$ cat src/rtl/apply_deltas_list_pkg.sv
// apply_deltas_list_pkg
//   Constants and types shared by the calibration delta consumer and its
//   segment finder.
//   - default data / fixed-point widths (DSIZE, DT_I, DT_D, DT_W)
//   - table geometry: NPTS points, NSEG segments
//   - control state encoding
//   - default breakpoint list M_LIST_DEF (Mk = 16*(k+1), M00 in the LSBs),
//     the same list the delta generator side uses
package apply_deltas_list_pkg;

  localparam int unsigned DSIZE_DEF = 16;
  localparam int unsigned DT_I_DEF  = 8;
  localparam int unsigned DT_D_DEF  = 4;
  localparam int unsigned DT_W      = DT_I_DEF + DT_D_DEF;

  localparam int unsigned NPTS = 16;
  localparam int unsigned NSEG = 15;

  typedef enum logic [1:0] {
    EMPTY = 2'd0,
    LOAD  = 2'd1,
    RUN   = 2'd2
  } state_e;

  function automatic logic [NPTS*DSIZE_DEF-1:0] default_m_list();
    logic [NPTS*DSIZE_DEF-1:0] m;
    m = '0;
    for (int unsigned k = 0; k < NPTS; k++) begin
      m[k*DSIZE_DEF +: DSIZE_DEF] = DSIZE_DEF'(16 * (k + 1));
    end
    return m;
  endfunction

  localparam logic [NPTS*DSIZE_DEF-1:0] M_LIST_DEF = default_m_list();

endpackage

$ cat src/rtl/apply_deltas_list_segment_find.sv
// pwl_segment_find
//   Combinational priority compare of a sample position against the
//   breakpoint list.
//   Ports:
//     x_i        sample position
//     seg_o      largest k in 0..NSEG-1 with x >= Mk (0 when below M00)
//     mk_o       breakpoint Mk for the selected segment
//     clip_lo_o  x below the first breakpoint
//     clip_hi_o  x at or above the last breakpoint
module pwl_segment_find
  import apply_deltas_list_pkg::*;
#(
  parameter int unsigned             DSIZE  = DSIZE_DEF,
  parameter logic [NPTS*DSIZE-1:0]   M_LIST = M_LIST_DEF
) (
  input  logic [DSIZE-1:0] x_i,
  output logic [3:0]       seg_o,
  output logic [DSIZE-1:0] mk_o,
  output logic             clip_lo_o,
  output logic             clip_hi_o
);

  // Breakpoints are strictly increasing, so the last match in an ascending
  // scan is the largest qualifying index.
  always_comb begin
    seg_o = '0;
    mk_o  = M_LIST[DSIZE-1:0];
    for (int unsigned i = 1; i < NSEG; i++) begin
      if (x_i >= M_LIST[i*DSIZE +: DSIZE]) begin
        seg_o = 4'(i);
        mk_o  = M_LIST[i*DSIZE +: DSIZE];
      end
    end
    clip_lo_o = (x_i <  M_LIST[DSIZE-1:0]);
    clip_hi_o = (x_i >= M_LIST[(NPTS-1)*DSIZE +: DSIZE]);
  end

endmodule

$ cat src/rtl/apply_deltas_list.sv
// apply_deltas_list
//   Consumer end of the calibration delta path. Holds a 16-point table
//   (C values at fixed breakpoints Mk) and 15 segment slopes, and maps a
//   streamed x to y = Ck + delta_k*(x-Mk) through a 3-stage pipeline.
//   Ports:
//     clock, rst_n          clock, asynchronous active-low reset
//     cal_valid             table valid; a rising edge loads c_list/delta_list
//     c_list, delta_list    packed table (entry 0 in the LSBs)
//     table_ok              a table has been loaded
//     in_valid/in_ready/x_in        sample input handshake
//     out_valid/out_ready/y_out     result output handshake
//     seg_out, clip_lo, clip_hi     segment used and clip indications
module apply_deltas_list
  import apply_deltas_list_pkg::*;
#(
  parameter int unsigned           DSIZE  = DSIZE_DEF,
  parameter int unsigned           DT_I   = DT_I_DEF,
  parameter int unsigned           DT_D   = DT_D_DEF,
  parameter logic [NPTS*DSIZE-1:0] M_LIST = M_LIST_DEF
) (
  input  logic                           clock,
  input  logic                           rst_n,
  input  logic                           cal_valid,
  input  logic [NPTS*DSIZE-1:0]          c_list,
  input  logic [NSEG*(DT_I+DT_D)-1:0]    delta_list,
  output logic                           table_ok,
  input  logic                           in_valid,
  output logic                           in_ready,
  input  logic [DSIZE-1:0]               x_in,
  output logic                           out_valid,
  input  logic                           out_ready,
  output logic [DSIZE-1:0]               y_out,
  output logic [3:0]                     seg_out,
  output logic                           clip_lo,
  output logic                           clip_hi
);

  localparam int unsigned DW = DT_I + DT_D;      // delta width
  localparam int unsigned PW = DSIZE + DW;       // product width
  localparam int unsigned SW = DSIZE + DT_I + 1; // sum width incl. carry

  // ---------------- control ----------------
  state_e state_q, state_d;
  logic   cal_d_q;
  logic   table_ok_q;
  logic   rise;
  logic   stall;
  logic   accept;

  // ---------------- table ----------------
  logic [NPTS*DSIZE-1:0] c_q;
  logic [NSEG*DW-1:0]    d_q;

  // ---------------- stage 1 ----------------
  logic             v1_q;
  logic [3:0]       seg1_q;
  logic [DSIZE-1:0] dx1_q;
  logic [DSIZE-1:0] ck1_q;
  logic [DW-1:0]    dk1_q;
  logic             lo1_q, hi1_q;

  // ---------------- stage 2 ----------------
  logic             v2_q;
  logic [3:0]       seg2_q;
  logic [PW-1:0]    p2_q;
  logic [DSIZE-1:0] ck2_q;
  logic             lo2_q, hi2_q;

  // ---------------- stage 3 ----------------
  logic             v3_q;
  logic [3:0]       seg3_q;
  logic [DSIZE-1:0] y3_q;
  logic             lo3_q, hi3_q;

  // ---------------- combinational helpers ----------------
  logic [3:0]       seg_f;
  logic [DSIZE-1:0] mk_f;
  logic             lo_f, hi_f;
  logic [DSIZE-1:0] ck_sel;
  logic [DW-1:0]    dk_sel;
  logic [PW-1:0]    p_calc;
  logic [SW-1:0]    sum3;
  logic [DSIZE-1:0] y_calc;

  assign rise   = cal_valid & ~cal_d_q;
  assign stall  = v3_q & ~out_ready;
  assign accept = in_valid & in_ready;

  // FSM next state and in_ready
  always_comb begin
    state_d  = state_q;
    in_ready = 1'b0;
    unique case (state_q)
      EMPTY: begin
        if (rise) state_d = LOAD;
      end
      LOAD: begin
        state_d = RUN;
      end
      RUN: begin
        in_ready = ~stall;
        if (rise) state_d = LOAD;
      end
      default: state_d = EMPTY;
    endcase
  end

  always_ff @(posedge clock or negedge rst_n) begin
    if (!rst_n) begin
      state_q    <= EMPTY;
      cal_d_q    <= 1'b0;
      table_ok_q <= 1'b0;
      c_q        <= '0;
      d_q        <= '0;
    end else begin
      state_q <= state_d;
      cal_d_q <= cal_valid;
      if (state_q == LOAD) begin
        c_q        <= c_list;
        d_q        <= delta_list;
        table_ok_q <= 1'b1;
      end
    end
  end

  // Stage 1 is the only reader of the table registers; later stages carry
  // their own operands so a reload never disturbs samples in flight.
  pwl_segment_find #(
    .DSIZE  (DSIZE),
    .M_LIST (M_LIST)
  ) u_find (
    .x_i       (x_in),
    .seg_o     (seg_f),
    .mk_o      (mk_f),
    .clip_lo_o (lo_f),
    .clip_hi_o (hi_f)
  );

  // Above the last breakpoint the result is C15, not C14.
  assign ck_sel = hi_f ? c_q[(NPTS-1)*DSIZE +: DSIZE] : c_q[seg_f*DSIZE +: DSIZE];
  assign dk_sel = d_q[seg_f*DW +: DW];

  assign p_calc = PW'(dk1_q) * PW'(dx1_q);

  // Only the integer part of the product is added; a carry beyond DSIZE
  // saturates the result.
  assign sum3   = SW'(ck2_q) + SW'(p2_q >> DT_D);
  assign y_calc = (|sum3[SW-1:DSIZE]) ? '1 : sum3[DSIZE-1:0];

  // Global stall: every stage holds while the output is blocked.
  always_ff @(posedge clock or negedge rst_n) begin
    if (!rst_n) begin
      v1_q   <= 1'b0;
      seg1_q <= '0;
      dx1_q  <= '0;
      ck1_q  <= '0;
      dk1_q  <= '0;
      lo1_q  <= 1'b0;
      hi1_q  <= 1'b0;
      v2_q   <= 1'b0;
      seg2_q <= '0;
      p2_q   <= '0;
      ck2_q  <= '0;
      lo2_q  <= 1'b0;
      hi2_q  <= 1'b0;
      v3_q   <= 1'b0;
      seg3_q <= '0;
      y3_q   <= '0;
      lo3_q  <= 1'b0;
      hi3_q  <= 1'b0;
    end else if (!stall) begin
      v1_q <= accept;
      if (accept) begin
        seg1_q <= seg_f;
        dx1_q  <= x_in - mk_f;
        ck1_q  <= ck_sel;
        dk1_q  <= dk_sel;
        lo1_q  <= lo_f;
        hi1_q  <= hi_f;
      end
      v2_q <= v1_q;
      if (v1_q) begin
        seg2_q <= seg1_q;
        p2_q   <= p_calc;
        ck2_q  <= ck1_q;
        lo2_q  <= lo1_q;
        hi2_q  <= hi1_q;
      end
      v3_q <= v2_q;
      if (v2_q) begin
        seg3_q <= seg2_q;
        y3_q   <= (lo2_q | hi2_q) ? ck2_q : y_calc;
        lo3_q  <= lo2_q;
        hi3_q  <= hi2_q;
      end
    end
  end

  assign table_ok  = table_ok_q;
  assign out_valid = v3_q;
  assign y_out     = y3_q;
  assign seg_out   = seg3_q;
  assign clip_lo   = lo3_q;
  assign clip_hi   = hi3_q;

endmodule
$ cat config.mk
export PLATFORM = sky130hd
export DESIGN_NAME = apply_deltas_list
export DESIGN_NICKNAME = d
export VERILOG_FILES = /design/src/rtl/apply_deltas_list_pkg.sv /design/src/rtl/apply_deltas_list_segment_find.sv /design/src/rtl/apply_deltas_list.sv
export SDC_FILE = /design/constraint.sdc
export NUM_CORES = 2
export LEC_CHECK = 0
export ABC_CLOCK_PERIOD_IN_PS = 10100
export CAP_MARGIN = 30
export CORE_MARGIN = 10
export CORE_UTILIZATION = 60
export CTS_CLUSTER_SIZE = 10
export DETAILED_ROUTE_END_ITERATION = 8
export PLACE_DENSITY_LB_ADDON = 0.1
export SYNTH_ARGS = -nofsm -noshare
export SYNTH_HDL_FRONTEND = slang
export SYNTH_HIERARCHICAL = 1
export SYNTH_SLANG_ARGS = --single-unit
$ cat constraint.sdc
create_clock -name clock -period 10.1 [get_ports clock]
set_clock_uncertainty 0.1 [all_clocks]
set_input_delay 3.03 -clock clock [delete_from_list [all_inputs] [get_ports clock]]
set_output_delay 3.03 -clock clock [all_outputs]
set_load 0.05 [all_outputs]
Word level (Yosys, flattened, before mapping)
Index checks and enable logic that the tools add are counted.
{ "totals": {"elab_cells": 95, "output_inout_bits": 25, "input_bits": 457, "reg_bits": 565} }
{ "classes": {"eq_ne": 3, "bitwise": 7, "reduce_logical": 6, "n_mul": 2, "n_mux": 34, "n_addsub": 2, "n_lt_le_gt_ge": 16, "shift": 2} }
{ "ops": {"columns": ["operator", "count"], "rows": [
  ["$shiftx 256x9->16", 1],
  ["$shiftx 180x9->12", 1],
  ["$ge 16x8->1 const B", 8],
  ["$ge 16x7->1 const B", 4],
  ["$mux 8", 8],
  ["$mux 16", 3],
  ["$ge 16x6->1 const B", 2],
  ["$mul 12x16->28", 1],
  ["$mux 4", 7],
  ["$mux 7", 4],
  ["$add 16x24->25", 1],
  ["$ge 16x9->1 const B", 1],
  ["$lt 16x5->1 const B", 1],
  ["$sub 16x16->16", 1],
  ["$mux 3", 4],
  ["$mux 6", 2],
  ["$reduce_or 9->1", 1],
  ["$mul 4x2->6 const B", 1],
  ["$mux 2", 3],
  ["$reduce_and 2->1", 3],
  ["$pmux 2 s2", 1],
  ["$and 1x1->1", 3],
  ["$not 1->1", 3],
  ["$eq 2x1->1 const B", 1],
  ["6 further kinds", 7]
]} }

Longest topological paths before layout
{ "depth": {"word_depth": 17, "ltp_mapped": 23, "ltp_nobuf": 20} }

By module
The synthesis kept the hierarchy.
{ "by_module_without_submodules": {"columns": ["module", "instances", "seq_area_each_um2", "area_per_inst_um2", "cells_each"], "rows": [
  ["apply_deltas_list", 1, 14038.5, 31995.7, 3419],
  ["pwl_segment_find", 1, 0.0, 254.0, 32]
]} }

Least setup slack after synthesis
Ideal clock, no wire load.
{ "synth_timing": {"path_type": "input to output", "startpoint": "in out_ready", "endpoint": "out in_ready", "arrival_time_ps": 3799, "setup_slack_ps": 3171, "n_path_buf": 0, "stages": 2, "required_ps": 6970, "cell_sequence": "nor2b_1 -> nor2_1"} }
{ "synth_between": {"elab_chain_cells": 4} }
{ "synth_lines": {"columns": ["element", "line", "source"], "rows": [
  ["start, declared", "apply_deltas_list.sv:31", "input logic out_ready,"],
  ["$not 1->1", "apply_deltas_list.sv:86", "assign stall = v3_q & ~out_ready;"],
  ["$and 1x1->1", "apply_deltas_list.sv:86", null],
  ["$not 1->1 (no source line)", null, null],
  ["$mux 1", "apply_deltas_list.sv:93", "unique case (state_q)"],
  ["end, declared", "apply_deltas_list.sv:28", "output logic in_ready,"]
]} }
Every way passes these cells.

Final worst setup path
Same ends and word-level chain as after synthesis.

==> key figures <==
Run status
  – Run status: completed

Clocking
  – H-tree levels: 3
  – Resize count post-CTS: 0
  – CTS sink count: 561
  – Post-CTS Setup Inserts: 0
  – Worst-skew pair later-pin latency: 620 ps
  – Root Buffer: clkbuf_16
  – Cts hold-fix bufs: 0
  – CTS tree: done
  – CTS Buf Count: 67
  – Clock buffer depth: 3
  – CTS clk-pin slew, worst paths: 50 ps

Worst setup path
  – Crit path to: in_ready
  – Worst path buffer plus inverter count: 2
  – Data arrival time of the critical path: 4980 ps
  – Flop2flop setup slack: 3660 ps
  – Critical Path Source Type: primary input
  – Crit path kind: primary input to output port
  – Required time of the critical path: 6970 ps
  – Cell count of the worst reg-to-reg path: 18
  – Worst r2r src: dk1_q[8]
  – Slowest CP cell: clkdlybuf4s50_1
  – Stages on worst setup path: 4
  – Crit-path leading delay family: buffers and inverters
  – CP Capture Type: output port
  – Most used cell, CP: clkdlybuf4s50_1
  – Worst-path cell chain: clkdlybuf4s50_1 -> nor2b_1 -> nor2_1 -> clkdlybuf4s50_1
  – CP max stage delay: 910 ps
  – Crit-path max FO: 3
  – Reg2Reg Capture Point: p2_q[22]
  – Critical Path Source: out_ready

Detailed routing
  – Via count: 26400
  – Pre-antenna DRT Iters: 7
  – Initial drt markers: 2303
  – Via/cell ratio: 5.81
  – DRC: 0
  – DRT antenna net count: 0
  – Routed WL: 103000 um
  – Wire per inst: 22.7 um

Yosys
  – Post-synthesis sequential area ratio: 0.435
  – Yosys warns: 6
  – Main area contributors after synthesis: dfrtp_1 44%, nand2_1 18%, mux4_2 8.9%
  – Mean post-synth cell area: 9.35 um^2
  – Leading area contributor after synthesis: dfrtp_1
  – Post-synth ARST share: 1.00
  – Post-synth design cell area: 32200 um^2
  – Synth cell types: 63
  – #FFs+latches synth: 561
  – Synth top area share: 0.435
  – Post-synth EDFFs: 0
  – Ys flop type: dfrtp_1
  – Gate Count Post-Synth: 3451

GRT
  – Pin count of the biggest net entering global routing: 246
  – Vias in the first global route: 27800
  – GRT met1 Usage: 0.402
  – M3 GR Usage: 0.0791
  – Global-route wire length before repair: 160000 um
  – GR Util met2: 0.545
  – Global-route usage over all layers: 0.329
  – Total global routing overflow: 0
  – Initial antenna violation count: 14
  – Grt peak-use layer: met2

Timing
  – Final Setup Violations: 0
  – Final hold viol count: 0
  – Fin crit period: 8110 ps
  – Slew Viols, Final: 0
  – Max frequency: 123 MHz
  – Least-Margin Pin Slew: 1060 ps
  – Tcrit/Tclk final: 0.803
  – Setup repair after global routing missed its margin: no
  – Slew Limit Headroom: 0.295
  – Setup_tns: 0 ps

Power and ir drop
  – Tot Pwr: 16.8 mW
  – Part of the power in registers: 0.217
  – Int Power: 8.87 mW
  – Combinational share of power: 0.652
  – Worst IR Drop VDD: 0.000898 V
  – Clock Power Share: 0.130
  – Psw: 7.89 mW
  – Sw frac: 0.471
  – Leak: 19.4 nW
  – Cell Pwr Density: 425 nW/um^2

Flow run
  – Max-cap violations: 0

Floorplanning
  – IO Count: 482
  – Die area: 63400 um^2
  – Num rows: 84
  – Die Width: 252 um
  – Core Footprint: 52900 um^2
  – Starting Density: 0.610
  – Chip Height: 252 um

Hold path
  – Hold crit path type: register to register

Cells and area
  – FILL cells: 3852
  – Layout Area Growth over Synthesis: 22.3%
  – Share of cells above drive strength 1: 0.0791
  – Area of the multi-input gates: 16700 um^2
  – Post-layout util: 0.746
  – Register area: 14000 um^2
  – Layout net count: 4531

Placed design
  – PortBufs: 481
  – Global placer's final weighted congestion: 0.936
  – DP HPWL: 78100 um
==> Yosys cell counts, types with 2 or more instances <==
library cell	instances
xor2_1	20
nand4_1	6
a31o_2	2
and2_1	69
fa_1	142
nor2_1	72
nor3_1	14
nand2b_1	13
ha_1	94
a21boi_0	3
o21a_1	7
o31a_1	4
and3_1	5
a211oi_1	9
clkbuf_1	174
o31ai_1	10
a21o_1	14
a211o_1	4
buf_1	8
dfrtp_1	561
nand2_1	1528
nand4b_1	3
o2111ai_1	3
o21bai_1	10
nor2b_1	11
nand3b_1	3
nor4_4	2
mux2i_1	29
inv_1	206
mux2_2	48
or3_1	9
nor3b_1	3
mux4_2	128
or2_2	7
o21ai_0	83
a21oi_1	67
a31oi_1	3
o2bb2ai_1	2
nand3_1	14
xnor2_1	22
buf_4	12
buf_2	4
o41ai_1	3
==> routing by layer <==
layer  vias to the layer above  wire [um]
met2                      1231      50900
met1                     13100      38400
met3                       273       8840
met5                         -         63
met4                        10       5130
li1                      11800          -
==> how the worst min path moves through the flow <==
stage	from	end	slack [ps]	cells after the start
after floorplan	state_q[0]	state_q[0]	330	1
after global placement	c_q[181]	c_q[181]	350	2
after detailed placement	c_q[186]	c_q[186]	360	2
after CTS	c_q[186]	c_q[186]	370	2
after global routing	d_q[135]	d_q[135]	390	2
final	c_q[110]	c_q[110]	370	2
==> area by class of cell <==
type,instances,share of cell area
Antenna cell,9,0.000571
Clock buffer,78,0.0452
Clock inverter,7,0.00292
Inverter,206,0.0196
Multi-Input combinational cell,2496,0.424
Sequential cell,561,0.356
Tap cell,688,0.0218
Timing Repair Buffer,506,0.130
==> flip-flops by register name (all words and copies together) (netlist names), 12 cells and up <==
name	flops
dx1_q	16
d_q	180
ck2_q	16
dk1_q	12
p2_q	24
y_out	16
c_q	256
ck1_q	16
==> worst register-to-register path, stage by stage (launching register included) <==
cell and delay (ps):
dfrtp_1 690, and2_1 350, fa_1 530, inv_1 50, fa_1 470, inv_1 50
fa_1 500, fa_1 550, inv_1 50, fa_1 520, inv_1 40, ha_1 390
a211o_1 340, o311ai_1 470, a21boi_0 300, or3_1 420, a21oi_1 190, xor2_1 170
o21ai_0 90
==> cells by family after synthesis <==
kind of cell | Yosys count | synth area share
AO/OA/AOI/OAI | 237 | 0.0457
XOR/XNOR | 42 | 0.0114
multiplexers | 205 | 0.115
adder cells (fa/ha/maj) | 236 | 0.125
other | 1 | 0.000116
AND/OR/NAND/NOR | 1764 | 0.219
flip-flops | 561 | 0.435
buffers and inverters | 405 | 0.0489
==> through the flow <==
stage / cell area [um^2] / hold WS, ps / setup slack (ps) / std cells
5_1_grt: 39400 / 388 / 2000 / 4551
3_5_place_dp: 37500 / 357 / 2000 / 4457
6_report: 39400 / 368 / 1990 / 4551
2_1_floorplan: 32300 / 331 / 3170 / 3462
4_1_cts: 39400 / 370 / 1990 / 4542
3_3_place_gp: 37400 / 353 / 2000 / 4453
==> layout by cell type, fill, tap and decap left out, types with 7 or more instances in the layout <==
cell type / n
a211oi_1: 9
a21o_1: 14
a21oi_1: 67
and2_1: 69
buf_4: 17
clkbuf_1: 7
clkbuf_16: 69
clkdlybuf4s50_1: 480
conb_1: 12
dfrtp_1: 561
diode_2: 9
fa_1: 142
ha_1: 94
inv_1: 206
mux2_2: 48
mux2i_1: 29
mux4_2: 128
nand2_1: 1526
nand2b_1: 12
nand3_1: 13
nor2_1: 72
nor2b_1: 10
nor3_1: 14
o21a_1: 7
o21ai_0: 83
o21bai_1: 10
o31ai_1: 10
or2_2: 7
or3_1: 9
xnor2_1: 22
xor2_1: 20
==> power by group through the flow <==
| stage | clock network (mW) | logic [mW] | registers, mW |
|---|---|---|---|
| CTS | 2.21 | 11.0 | 3.62 |
| global placement | 0 | 10.5 | 3.61 |
| global route | 2.29 | 12.4 | 3.70 |
| floorplan | 0 | 8.36 | 3.33 |
| detailed placement | 0 | 10.9 | 3.64 |
| finish | 2.18 | 10.9 | 3.64 |
(Power assumes the default switching activity.)
